### src/rtl/serial_sub.sv
// Bit-serial unsigned subtractor, LSB first, one bit per clock.
// Operands and results move over valid/ready handshakes; borrow is registered.
module serial_sub #(
   parameter int WIDTH = 8
) (
   input  logic             clk,
   input  logic             rst,
   input  logic             in_valid,
   output logic             in_ready,
   input  logic [WIDTH-1:0] a,
   input  logic [WIDTH-1:0] b,
   output logic             out_valid,
   input  logic             out_ready,
   output logic [WIDTH-1:0] diff,
   output logic             borrow
);

   localparam int CW = $clog2(WIDTH + 1);

   typedef enum logic [1:0] {
      IDLE,
      RUN,
      DONE
   } state_t;

   state_t           state;
   logic [WIDTH-1:0] a_sr;
   logic [WIDTH-1:0] b_sr;
   logic [WIDTH-1:0] diff_nx;
   logic [CW-1:0]    cnt;
   logic             a_i;
   logic             b_i;
   logic             d_i;
   logic             br_nx;

   // The borrow output register doubles as the running borrow.
   always_comb begin
      a_i     = a_sr[0];
      b_i     = b_sr[0];
      d_i     = a_i ^ b_i ^ borrow;
      br_nx   = (~a_i & b_i) | (~(a_i ^ b_i) & borrow);
      diff_nx = diff >> 1;
      diff_nx[WIDTH-1] = d_i;
   end

   always_ff @(posedge clk) begin
      if (rst) begin
         state     <= IDLE;
         in_ready  <= 1'b1;
         out_valid <= 1'b0;
         diff      <= '0;
         borrow    <= 1'b0;
         cnt       <= '0;
         a_sr      <= '0;
         b_sr      <= '0;
      end else begin
         case (state)
            IDLE: begin
               if (in_valid) begin
                  a_sr     <= a;
                  b_sr     <= b;
                  borrow   <= 1'b0;
                  cnt      <= '0;
                  in_ready <= 1'b0;
                  state    <= RUN;
               end
            end
            RUN: begin
               a_sr   <= a_sr >> 1;
               b_sr   <= b_sr >> 1;
               diff   <= diff_nx;
               borrow <= br_nx;
               cnt    <= cnt + CW'(1);
               if (cnt == CW'(WIDTH - 1)) begin
                  out_valid <= 1'b1;
                  state     <= DONE;
               end
            end
            DONE: begin
               if (out_ready) begin
                  out_valid <= 1'b0;
                  in_ready  <= 1'b1;
                  state     <= IDLE;
               end
            end
            default: begin
               out_valid <= 1'b0;
               in_ready  <= 1'b1;
               state     <= IDLE;
            end
         endcase
      end
   end

endmodule

### config.mk
export PLATFORM = sky130hd
export DESIGN_NAME = serial_sub
export DESIGN_NICKNAME = d
export VERILOG_FILES = /design/src/rtl/serial_sub.sv
export SDC_FILE = /design/constraint.sdc
export NUM_CORES = 1
export LEC_CHECK = 0
export ABC_AREA = 1
export BUFFER_PORTS_ARGS = -buffer_cell sky130_fd_sc_hd__buf_4
export CAP_MARGIN = 30
export CORE_MARGIN = 2
export CORE_UTILIZATION = 55
export CTS_BUF_LIST = sky130_fd_sc_hd__clkbuf_2
export CTS_CLUSTER_DIAMETER = 30
export DETAILED_ROUTE_END_ITERATION = 12
export GPL_TIMING_DRIVEN = 0
export MAX_ROUTING_LAYER = met4
export PLACE_DENSITY = 0.78
export SETUP_SLACK_MARGIN = 0.2
export SLEW_MARGIN = 20
export SYNTH_ARGS = -nofsm -noshare
export SYNTH_HDL_FRONTEND = slang
export SYNTH_SLANG_ARGS = --single-unit
### constraint.sdc
create_clock -name clk -period 1.21 [get_ports clk]
set_input_delay 0 -clock clk [delete_from_list [all_inputs] [get_ports clk]]
set_output_delay 0 -clock clk [all_outputs]
set_load 0.02 [all_outputs]
# [After elaboration in Yosys (flattened, before gate mapping)]
# Cells that the tools add are included.
[totals] rom_bits=0 ramBits=0 latchBits=0 regBits=33 out_inout_bits=11 mem_count=0 inputBits=20 wordCells=47
[classes] n_mux=17 n_eq_ne=6 addsub=1 n_bitwise=9 div=0 n_lt_le_gt_ge=0 n_reduce_logical=6 shift=0 multipliers=0
[op_table] op="case mux 8 bit (2 select lines)" count=2
[op_table] op="2-to-1 mux 8 bit" count=2
[op_table] op="AND reduction 3 bit" count=3
[op_table] op="case mux 4 bit (2 select lines)" count=1
[op_table] op="2-to-1 mux 2 bit" count=3
[op_table] op="inequality test 2 bit, second input constant" count=3
[op_table] op="case mux 1 bit (3 select lines)" count=2
[op_table] op="case mux 2 bit (3 select lines)" count=1
[op_table] op="adder 4 x 1 -> 4 bit, second input constant" count=1
[op_table] op="equality test 4 x 3 -> 1 bit, second input constant" count=1
[op_table] op="2-to-1 mux 1 bit" count=4
[op_table] op="2-to-1 mux 4 bit" count=1
[op_table] op="inverter 1 bit" count=4
[op_table] op="bitwise AND 1 bit" count=2
[op_table] op="equality test 2 x 1 -> 1 bit, second input constant" count=1
[op_table] op="equality test 2 bit, second input constant" count=1
[op_table] op="logical NOT 2 bit" count=1
[op_table] op="case mux 1 bit (2 select lines)" count=1
[op_table] op="AND reduction 2 bit" count=1
[op_table] op="nonzero test 2 bit" count=1
[op_table] op="XOR 1 bit" count=2
[op_table] op="OR 1 bit" count=1

# [Longest topological paths before layout]
# Gate-level depths: netlist (run 1).
[logic_depth] depth_word=5 depth_mapped=7 depth_no_buf=6

# [Worst setup path after synthesis (run 1)]
# No wires, ideal clock.
[synth_timing] kind="reg2reg" start="reg borrow" end="reg diff[7]" arrival_ns=1.005 setup_slack_ns=0.135 n_path_buf=0 synth_period_minus_slack_ns=1.075 path_stages_with_launch=3 required_time_ns=1.140 setup_time_ns=0.070 path_cell_list="dfxtp_1 -> fa_1 -> a21oi_1"
[synth_between] elab_chain_len=1
[synth_rtl] element="from (decl)" line_no="15" rtl="output logic borrow"
[synth_rtl] element="from (signal assigned)" line_no="72" rtl="borrow <= br_nx;"
[synth_rtl] element="XOR 1 bit" line_no="40" rtl="d_i = a_i ^ b_i ^ borrow;"
[synth_rtl] element="to (signal assigned)" line_no="71" rtl="diff <= diff_nx;"
[synth_rtl] element="to (decl)" line_no="14" rtl="output logic [WIDTH-1:0] diff,"
# No other way between the ends.
# A chain may end at the register's enable or synchronous reset.

# [Worst setup path after layout (run 1)]
[layout_timing] start="reg state[0]" end="reg a_sr[0]"
[layout_between] elab_chain_len=3 elab_cells_between_ends=6 cone_classes="eq/ne: 2; mux: 1; reduce/logical: 3"
[layout_rtl] element="from (decl)" line_no="26" rtl="state_t state;"
[layout_rtl] element="from (signal assigned)" line_no="48" rtl="state <= IDLE;"
[layout_rtl] element="from (signal assigned)" line_no="65" rtl="state <= RUN;"
[layout_rtl] element="from (signal assigned)" line_no="76" rtl="state <= DONE;"
[layout_rtl] element="equality test 2 x 1 -> 1 bit or logical NOT 2 bit (tied branches)" line_no="57" rtl="case (state)"
[layout_rtl] element="nonzero test 2 bit (no line) or inequality test 2 bit (tied branches)"
[layout_rtl] element="AND reduction 2 bit (no line)"
[layout_rtl] element="to (signal assigned)" line_no="69" rtl="a_sr <= a_sr >> 1;"
[layout_rtl] element="to (decl)" line_no="27" rtl="logic [WIDTH-1:0] a_sr;"
# Parallel ways exist; a longest one is shown, timed or not.

==> results of run 1 <==
==> worst max-delay path by stage <==
stage / slack (ns) / to / depth (start not counted) / from
final: -0.02 / a_sr[0] / 7 / state[0]
after global routing: -0.09 / a_sr[0] / 7 / state[0]
after CTS: 0.14 / out_valid / 5 / state[0]
after detailed placement: 0.01 / b_sr[3] / 7 / state[0]
after global placement: 0.05 / b_sr[3] / 7 / state[0]
after floorplan: 0.18 / diff[7] / 3 / a_sr[0]
==> logic make-up after synthesis <==
family | synth area share
AND/OR/NAND/NOR | 0.351
buffers and inverters | 0.0950
flip-flops | 0.456
AO/OA/AOI/OAI | 0.0760
adder cells (fa/ha/maj) | 0.0225
==> cell type report <==
cell class,instances,area share
Timing Repair Buffer,56,0.225
Sequential cell,33,0.314
Buffer,11,0.0405
Clock buffer,8,0.0188
Inverter,22,0.0411
Multi-Input combinational cell,150,0.341
Tap cell,30,0.0176
Antenna cell,1,0.00117
==> flip-flops by register name (all words and copies together) (netlist names) <==
register	cells
a_sr	8
borrow	1
in_ready	1
out_valid	1
diff	8
b_sr	8
cnt	4
state	2
==> cell usage in the layout (no fill, tap or decap), drive strengths merged <==
master and count:
inv 22, clkbuf 10, nand3 23, fa 1, nand2 52, nor2 49
dlygate4sd3 18, o21ai 12, nand3b 1, buf 47, dfxtp 33, nand4 1
diode 1, a21oi 10, ha 1
==> power breakdown <==
part           internal [uW]  switching [uW]
Sequential              1150            48.4
Clock                    170             369
Combinational            261             287
Total                   1580             704
==> stage by stage <==
| step | power (uW) | cell area (um^2) |
|---|---|---|
| 2_1_floorplan | 1460 | 1460 |
| 3_3_place_gp | 1590 | 1710 |
| 3_5_place_dp | 1610 | 1710 |
| 4_1_cts | 2230 | 2060 |
| 5_1_grt | 2390 | 2130 |
| 6_report | 2290 | 2130 |
==> worst register-to-register path, stage by stage (launching register included) <==
cell,delay [ns]
dfxtp_4,0.43
buf_4,0.13
nand2_4,0.06
nand2_4,0.09
buf_6,0.13
nor2_1,0.05
nor2_1,0.16
nor2_1,0.07
==> synthesized netlist by cell type <==
library cell	count	area, um^2
inv_1	22	82.6
nand4_1	1	6.26
buf_2	8	40.0
nor2_1	49	184
fa_1	1	20.0
clkbuf_1	2	7.51
o21ai_0	12	60.1
nand3_1	23	115
a21oi_1	10	50.1
dfxtp_1	33	661
nand2_1	52	195
buf_4	1	7.51
nand3b_1	1	7.51
ha_1	1	12.5
==> layer usage <==
layer	wire [um]	vias to the layer above
met2	2130	73
li1	-	796
met5	0	-
met1	1740	770
met3	311	16
met4	206	0
==> timing repair <==
| action | 4_1_cts | 5_1_grt |
|---|---|---|
| setup buffers | 5 | 2 |
| cloned | 2 | 1 |
| gates resized for setup | 30 | 18 |
| endpoints found under the setup margin | 33 | 34 |
| hold endpoints to repair | 20 | 0 |
| pin swaps | 9 | 11 |
| hold buffers | 18 | 0 |
==> key figures, run 1 <==
Outcome
  • Status: finished with violations
  • Failing checks: setup timing

Drt
  • Iter 0 DRT Violations: 103
  • Routed WL: 4.39 mm
  • Post-detailed-route wirelength per cell: 14.1 um
  • Vias per std cell: 5.32
  • # DRC: 0
  • Routed vias: 1655
  • Antenna-violating nets left: 0
  • 1st-pass router iterations: 4

STA
  • RSZ-0062 raised after global routing: yes
  • Fin Setup TNS: -0.0202 ns
  • Final max-slew violation count: 0
  • Slew margin rel.: 0.678
  • Fin crit share: 1.02
  • Fmax: approximately 0.81 GHz
  • Final worst setup slack: -0.0202 ns
  • Final Setup Violations: 1
  • Tmin final: 1.23 ns
  • Worst Max-Slew Pin Slew: 0.483 ns
  • Min Hold Slack: 0.0332 ns
  • Final hold viol count: 0
  • Clock Skew: 0.0143 ns

CTS
  • CTS root buffer: clkbuf_2
  • Reg clk slew, reported paths: 0.16 ns
  • Clock Tree Buf Depth: 2
  • Clock Sinks: 33
  • Clock buffer count from CTS: 5
  • CTS tree: done
  • Clk Latency, worst-skew pair: a little under 0.4 ns
  • H-tree Lvls: 2

Worst hold path
  • Hold depth: 3
  • Hold_sp: in_valid
  • HP Class: primary input to flip-flop
  • Worst hold path endpoint: state[0]

Global route
  • Layer carrying the most global-route usage: met2
  • Met3 Usage GRT: 0.0515
  • Met1 usage: 0.321
  • Largest net degree at the start of global routing: 11
  • GRT Overall Usage: 0.275
  • First-pass GRT wire length: 6.29 mm
  • Initial antenna violation count: 1
  • Vias in the first global route: ~1400
  • Met2 GRT Util: 0.447
  • Global route overflow: 0

Placement
  • Placed cells: about 270
  • Placer Congestion: 0.765
  • Number of port buffers: 28
  • Post-place setup slack: approximately 0.012 ns
  • Hpwl dp: 2.39 mm

Layout
  • FILL cells: 134
  • Non-Filler Instances: 311
  • Multi-input gate area: 727 um^2
  • Reg area: roughly 670 um^2
  • Area Growth Syn to Fin: 47.1%
  • Net count, final: 301
  • Core Util, Final: 0.860
  • Share of cells above drive strength 1: 0.271

Setup path
  • Largest stage delay, worst path: 0.43 ns
  • Critical Path Slowest Stage Cell: dfxtp_4
  • Critical path class: flip-flop to flip-flop
  • CP Data Arrival Time: around 1.5 ns
  • Most Frequent Cell on Critical Path: nor2_1
  • Setup crit end kind: flip-flop
  • Critical path's top delay family: flip-flops
  • R2R depth: 7
  • CP required: 1.49 ns
  • Reg-to-reg startpoint: state[0]
  • Reg2Reg Capture Point: a_sr[0]
  • Worst R2R Setup Slack: -0.02 ns
  • Critical path fanouts, max: 5
  • CP Buf/Inv Count: 2
  • Worst-path cell chain: buf_4 -> nand2_4 -> nand2_4 -> buf_6 -> nor2_1 -> nor2_1 -> nor2_1
  • Critical Path Source Type: flip-flop

Floorplan
  • Cell Rows: 18
  • Die W: 55.3 um
  • Ports: 31
  • Die footprint: 3060 um^2
  • Initial core utilization: 0.585
  • Core Box Area: 2480 um^2
  • Die height: roughly 55 um

Job
  • Total of max-cap violations: 0

Synthesis
  • Syn_nets: 238
  • Mapped cell area: approximately 1400 um^2
  • Gate Count Post-Synth: 216
  • Syn_area_per_cell: 6.71 um^2
  • Number of distinct library cells after synthesis: 14
  • Warnings, synthesis: 0
  • Sequential element share of the synthesized area: 0.456
  • Register bit total from synthesis: 33

Pwr
  • Peak VDD IR: ~1.1 mV
  • Leakage: 0.00101 uW
  • PwrDens: between 1000 and 1500 nW/um^2
(Power assumes the default switching activity.)
==> run 2: changes to the inputs <==
- GPL_TIMING_DRIVEN: 0 -> 1
- PLACE_DENSITY: 0.78 -> 0.8
==> key figures, run 2 (synthesized netlist as in run 1, its figures left out) <==
Layout
  • Multi-input gate area: 707 um^2 (was 727 um^2)
  • Design Area, Final: 2110 um^2 (was 2130 um^2)
  • Ant diodes: 0 (was 1)
  • Most frequent cells in the layout: 46 x nor2_1, 40 x nand2_1, 39 x buf_4 (was 44 x nand2_1, 44 x nor2_1, 35 x buf_4)
  • Commonest non-fill, non-tap cell in the layout: nor2_1
  • Net count, final: 298 (was 301)
  • Share of cells above drive strength 1: 0.285 (was 0.271)
  • Largest regs: a_sr (8), b_sr (8), diff (8) (unchanged)
  • Area Growth Syn to Fin: 45.3% (was 47.1%)
  • Reg area: 674 um^2 (was 669 um^2)
  • FILL cells: 153 (was 134)

Drt
  • 1st-pass router iterations: 4 (unchanged)
  • # DRC: 0 (unchanged)
  • Met2 wire length: 2.24 mm (was 2.13 mm)
  • Antenna-violating nets left: 0 (unchanged)
  • Post-Route M1 WL: 1.73 mm (was 1.74 mm)
  • Routed WL: 4.30 mm (was 4.39 mm)
  • Routed vias: 1616 (was 1655)
  • Post-detailed-route wirelength per cell: 14.0 um (was 14.1 um)
  • Iter 0 DRT Violations: 80 (was 103)
  • Vias per std cell: 5.26 (was 5.32)
  • DR WL met3: 265 um (was 311 um)
  • Max layer used: met4 (unchanged)

STA
  • Final worst setup slack: -0.00922 ns (was -0.0202 ns)
  • Slew margin rel.: 0.836 (was 0.678)
  • Fmax: 0.820 GHz (was 0.813 GHz)
  • Final Setup Violations: 1 (unchanged)
  • Fin Setup TNS: -0.00922 ns (was -0.0202 ns)
  • Final max-slew violation count: 0 (unchanged)
  • Tmin final: 1.22 ns (was 1.23 ns)
  • Fin crit share: 1.01 (was 1.02)
  • Clock Skew: 0.0157 ns (was 0.0143 ns)
  • Worst Max-Slew Pin Slew: 0.246 ns (was 0.483 ns)
  • Final hold viol count: 0 (unchanged)
  • RSZ-0062 raised after global routing: yes (unchanged)

Floorplan
  • Die footprint: 3060 um^2 (unchanged)
  • Die height: 55.3 um (unchanged)
  • Die W: 55.3 um (unchanged)
  • Ports: 31 (unchanged)
  • Core Box Area: 2480 um^2 (unchanged)
  • Cell Rows: 18 (unchanged)
  • Initial core utilization: 0.585 (unchanged)

Setup path
  • Critical Path Source Type: flip-flop (unchanged)
  • Critical Path Slowest Stage Cell: dfxtp_4 (unchanged)
  • Critical path fanouts, max: 6 (was 5)
  • Most Frequent Cell on Critical Path: nor2_1 (unchanged)
  • Critical path's top delay family: simple AND/OR/NAND/NOR gates (was flip-flops)
  • Critical path class: flip-flop to flip-flop (unchanged)
  • Setup crit end kind: flip-flop (unchanged)
  • CP required: 1.53 ns (was 1.49 ns)
  • CP Buf/Inv Count: 2 (unchanged)
  • Worst-path cell chain: inv_4 -> nand2_2 -> nand2_2 -> buf_6 -> nor2_1 -> nor2_1 -> nor2_1 (was buf_4 -> nand2_4 -> nand2_4 -> buf_6 -> nor2_1 -> nor2_1 -> nor2_1)
  • CP Data Arrival Time: 1.54 ns (was 1.51 ns)
  • Largest stage delay, worst path: 0.44 ns (was 0.43 ns)

CTS
  • CTS root buffer: clkbuf_2 (unchanged)
  • H-tree Lvls: 2 (unchanged)
  • CTS tree: done (unchanged)
  • Reg clk slew, reported paths: 0.17 ns (was 0.16 ns)
  • Clock buffer count from CTS: 5 (unchanged)
  • Clock Sinks: 33 (unchanged)
  • Clock Tree Buf Depth: 2 (unchanged)
  • Clk Latency, worst-skew pair: 0.38 ns (was 0.39 ns)

Placement
  • Hpwl dp: 2.36 mm (was 2.39 mm)
  • Placed Area: 1730 um^2 (was 1710 um^2)
  • Placer Congestion: 0.758 (was 0.765)
  • Post-place setup slack: 0.0631 ns (was 0.0125 ns)
  • Number of port buffers: 30 (was 28)

Pwr
  • Peak VDD IR: 0.918 mV (was 1.11 mV)
  • PwrDens: 1070 nW/um^2 (about the same)
  • Design Power: 2250 uW (was 2290 uW)
  • Leakage: 0.000994 uW (was 0.00101 uW)

Global route
  • First-pass GRT wire length: 6.15 mm (was 6.29 mm)
  • Global route overflow: 0 (unchanged)
  • Largest net degree at the start of global routing: 19 (was 11)
  • Initial antenna violation count: 0 (was 1)
  • GRT Overall Usage: 0.259 (was 0.275)
  • Vias in the first global route: 1453 (was 1441)

Job
  • Total of max-cap violations: 0 (unchanged)

Outcome
  • Failing checks: setup timing (unchanged)
  • Status: finished with violations (unchanged)

Worst hold path
  • HP Class: primary input to flip-flop (unchanged)
## run 2: per-stage QoR
step / util / std cells / hold slack (ns)
after global routing: 0.850 / 307 / 0.0467
after detailed placement: 0.699 / 274 / 0.259
after global placement: 0.699 / 274 / 0.256
final: 0.850 / 307 / 0.0511
after CTS: 0.827 / 307 / 0.0248
after floorplan: - / 216 / 0.143
## run 2: area by class of cell
cell class | count | area share
clock buffer | 6 | 0.0143
clock inverter | 2 | 0.00475
inverter | 22 | 0.0434
multi-input combinational | 150 | 0.336
sequential | 33 | 0.320
tap | 30 | 0.0178
timing repair buffer | 64 | 0.264
## run 2: final timing paths
check,from,end,slack [ns],depth (start not counted)
setup / recovery,state[1],b_sr[6],-0.009,7
hold / removal,in_valid,state[0],0.05,3
setup reg to reg,state[1],b_sr[6],-0.009,7
hold reg to reg,in_ready,in_ready,0.46,2
## run 2: what timing repair did
item / CTS / global route
hold buffers: 18 / 0
hold endpoints to repair: 19 / 0
setup endpoints to repair: 30 / 34
pin swaps: 4 / 11
gates cloned: 1 / 0
buffers inserted: 6 / 0
resized for setup: 18 / 20
## run 2: power breakdown
group | switching (uW) | internal (uW) | leakage [uW]
sequential | 50.0 | 1150 | 0.000274
clock | 375 | 145 | 0.0000327
combinational | 274 | 248 | 0.000688
total | 699 | 1550 | 0.000994
## run 2: per-layer routing
metal | track usage | vias to the layer above
met5 | - | -
li1 | - | 788
met1 | 0.279 | 748
met4 | 0.115 | 0
met2 | 0.456 | 69
met3 | 0.0515 | 11
## run 2: worst reg2reg max path, stage by stage (launching register included)
cell,delay (ns)
dfxtp_4,0.44
inv_4,0.06
nand2_2,0.07
nand2_2,0.07
buf_6,0.13
nor2_1,0.14
nor2_1,0.10
nor2_1,0.16
==> run 3: changes to the inputs <==
- MAX_ROUTING_LAYER: met4 -> default
==> key figures, run 3 (synthesized netlist as in run 1, its figures left out) <==
Outcome
  • Status: finished, final reports clean (was finished with violations)

Drt
  • DR WL met3: 227 um (was 265 um)
  • Vias per std cell: 5.21 (was 5.26)
  • 1st-pass router iterations: 4 (unchanged)
  • Post-detailed-route wirelength per cell: 14.0 um (about the same)
  • # DRC: 0 (unchanged)
  • Iter 0 DRT Violations: 94 (was 80)
  • Routed WL: 4.31 mm (was 4.30 mm)
  • Post-Route M1 WL: 1.76 mm (was 1.73 mm)
  • Antenna-violating nets left: 0 (unchanged)
  • Routed vias: 1599 (was 1616)
  • Met2 wire length: 2.25 mm (was 2.24 mm)
  • Max layer used: met4 (unchanged)

Setup path
  • Reg2Reg Capture Point: b_sr[6] (unchanged)
  • Critical path fanouts, max: 7 (was 6)
  • CP required: 1.55 ns (was 1.53 ns)
  • Largest stage delay, worst path: 0.43 ns (was 0.44 ns)
  • Setup crit end kind: flip-flop (unchanged)
  • Most Frequent Cell on Critical Path: nor2_1 (unchanged)
  • Reg-to-reg startpoint: state[0] (was state[1])
  • Worst-path cell chain: inv_4 -> nor2_4 -> buf_6 -> nand2_2 -> nand2_1 -> nor2_1 -> nor2_1 (was inv_4 -> nand2_2 -> nand2_2 -> buf_6 -> nor2_1 -> nor2_1 -> nor2_1)
  • R2R depth: 7 (unchanged)
  • Worst R2R Setup Slack: 0.002 ns (was -0.009 ns)
  • Critical Path Source Type: flip-flop (unchanged)
  • Critical path class: flip-flop to flip-flop (unchanged)
  • CP Data Arrival Time: 1.55 ns (was 1.54 ns)
  • Critical Path Slowest Stage Cell: dfxtp_4 (unchanged)

Placement
  • Placed Area: 1730 um^2 (unchanged)
  • Placer Congestion: 0.749 (was 0.758)
  • Placed cells: 274 (unchanged)
  • Hpwl dp: 2.36 mm (unchanged)
  • Number of port buffers: 30 (unchanged)

Global route
  • Largest net degree at the start of global routing: 19 (unchanged)
  • GRT Overall Usage: 0.252 (was 0.259)
  • Vias in the first global route: 1453 (unchanged)
  • Initial antenna violation count: 0 (unchanged)
  • Global route overflow: 0 (unchanged)
  • First-pass GRT wire length: 6.15 mm (unchanged)

Layout
  • Area Growth Syn to Fin: 45.3% (unchanged)
  • Non-Filler Instances: 307 (unchanged)
  • Commonest non-fill, non-tap cell in the layout: nor2_1 (unchanged)
  • FILL cells: 153 (unchanged)
  • Largest regs: a_sr (8), b_sr (8), diff (8) (unchanged)
  • Most frequent cells in the layout: 46 x nor2_1, 40 x nand2_1, 39 x buf_4 (unchanged)
  • Net count, final: 298 (unchanged)
  • Share of cells above drive strength 1: 0.285 (unchanged)
  • Design Area, Final: 2110 um^2 (unchanged)
  • Ant diodes: 0 (unchanged)

CTS
  • Reg clk slew, reported paths: 0.18 ns (was 0.17 ns)
  • Clock buffer count from CTS: 5 (unchanged)
  • Clk Latency, worst-skew pair: 0.40 ns (was 0.38 ns)
  • Clock Sinks: 33 (unchanged)
  • Clock Tree Buf Depth: 2 (unchanged)
  • H-tree Lvls: 2 (unchanged)
  • CTS root buffer: clkbuf_2 (unchanged)
  • CTS tree: done (unchanged)

Floorplan
  • Initial core utilization: 0.585 (unchanged)
  • Cell Rows: 18 (unchanged)
  • Die footprint: 3060 um^2 (unchanged)
  • Die height: 55.3 um (unchanged)
  • Core Box Area: 2480 um^2 (unchanged)
  • Die W: 55.3 um (unchanged)
  • Ports: 31 (unchanged)

Job
  • Total of max-cap violations: 0 (unchanged)

STA
  • Clock Skew: 0.0242 ns (was 0.0157 ns)
  • Fin crit share: 0.998 (was 1.01)
  • Fin Setup TNS: 0 ns (was -0.00922 ns)
  • Final max-slew violation count: 0 (unchanged)
  • Tmin final: 1.21 ns (was 1.22 ns)
  • Slew margin rel.: 0.834 (was 0.836)
  • Min Hold Slack: 0.0311 ns (was 0.0511 ns)
  • Final Setup Violations: 0 (was 1)
  • RSZ-0062 raised after global routing: yes (unchanged)
  • Fmax: 0.828 GHz (was 0.820 GHz)
  • Worst Max-Slew Pin Slew: 0.249 ns (was 0.246 ns)
  • Final hold viol count: 0 (unchanged)

Pwr
  • PwrDens: 1070 nW/um^2 (about the same)
  • Peak VDD IR: 0.940 mV (was 0.918 mV)
  • Design Power: 2250 uW (about the same)
  • Leakage: 0.000994 uW (unchanged)

Worst hold path
  • Hold depth: 3 (unchanged)
  • Worst hold path endpoint: state[0] (unchanged)
  • Hold_sp: in_valid (unchanged)
  • HP Class: primary input to flip-flop (unchanged)
run 3: final cells by class:
cell class,instances,area (um^2),share of cell area
Inverter,22,91.3,0.0434
Multi-Input combinational cell,150,707,0.336
Clock buffer,6,30.0,0.0143
Sequential cell,33,674,0.320
Tap cell,30,37.5,0.0178
Timing Repair Buffer,64,556,0.264
Clock inverter,2,10.0,0.00475
run 3: worst max path at each step:
stage | from | end | slack (ns) | cells after the start
after CTS | state[0] | out_valid | 0.13 | 5
after floorplan | a_sr[0] | diff[7] | 0.18 | 3
after global placement | state[0] | cnt[3] | 0.14 | 7
final | state[0] | b_sr[6] | 0.002 | 7
after global routing | state[1] | b_sr[6] | -0.06 | 7
after detailed placement | state[0] | out_valid | 0.06 | 5
run 3: power by group:
group	internal, uW	switching (uW)
combinational	248	273
sequential	1150	50.4
clock	145	382
run 3: timing repair:
action	in CTS	in global routing
hold buffers	18	0
buffers inserted	6	0
resized for setup	18	20
setup endpoints to repair	30	34
hold endpoints to repair	19	0
cloned	1	0
pin swaps	4	11
run 3: per-layer routing:
layer  vias to the layer above  GRT usage
met5                         -          0
met4                         0      0.115
met3                        11     0.0515
met2                        58      0.456
met1                       740      0.279
li1                        790          -
run 3: stage by stage:
step | util | setup slack [ns]
global placement | 0.699 | 0.141
floorplan | - | 0.184
finish | 0.850 | 0.00188
global route | 0.850 | -0.0567
CTS | 0.827 | 0.126
detailed placement | 0.699 | 0.0631
run 3: worst max-delay path, delay by kind of cell (launching register included):
| family | cells | cell delay (ns) |
|---|---|---|
| buf+inv | 2 | 0.22 |
| simple gates | 5 | 0.49 |
| flops | 1 | 0.43 |
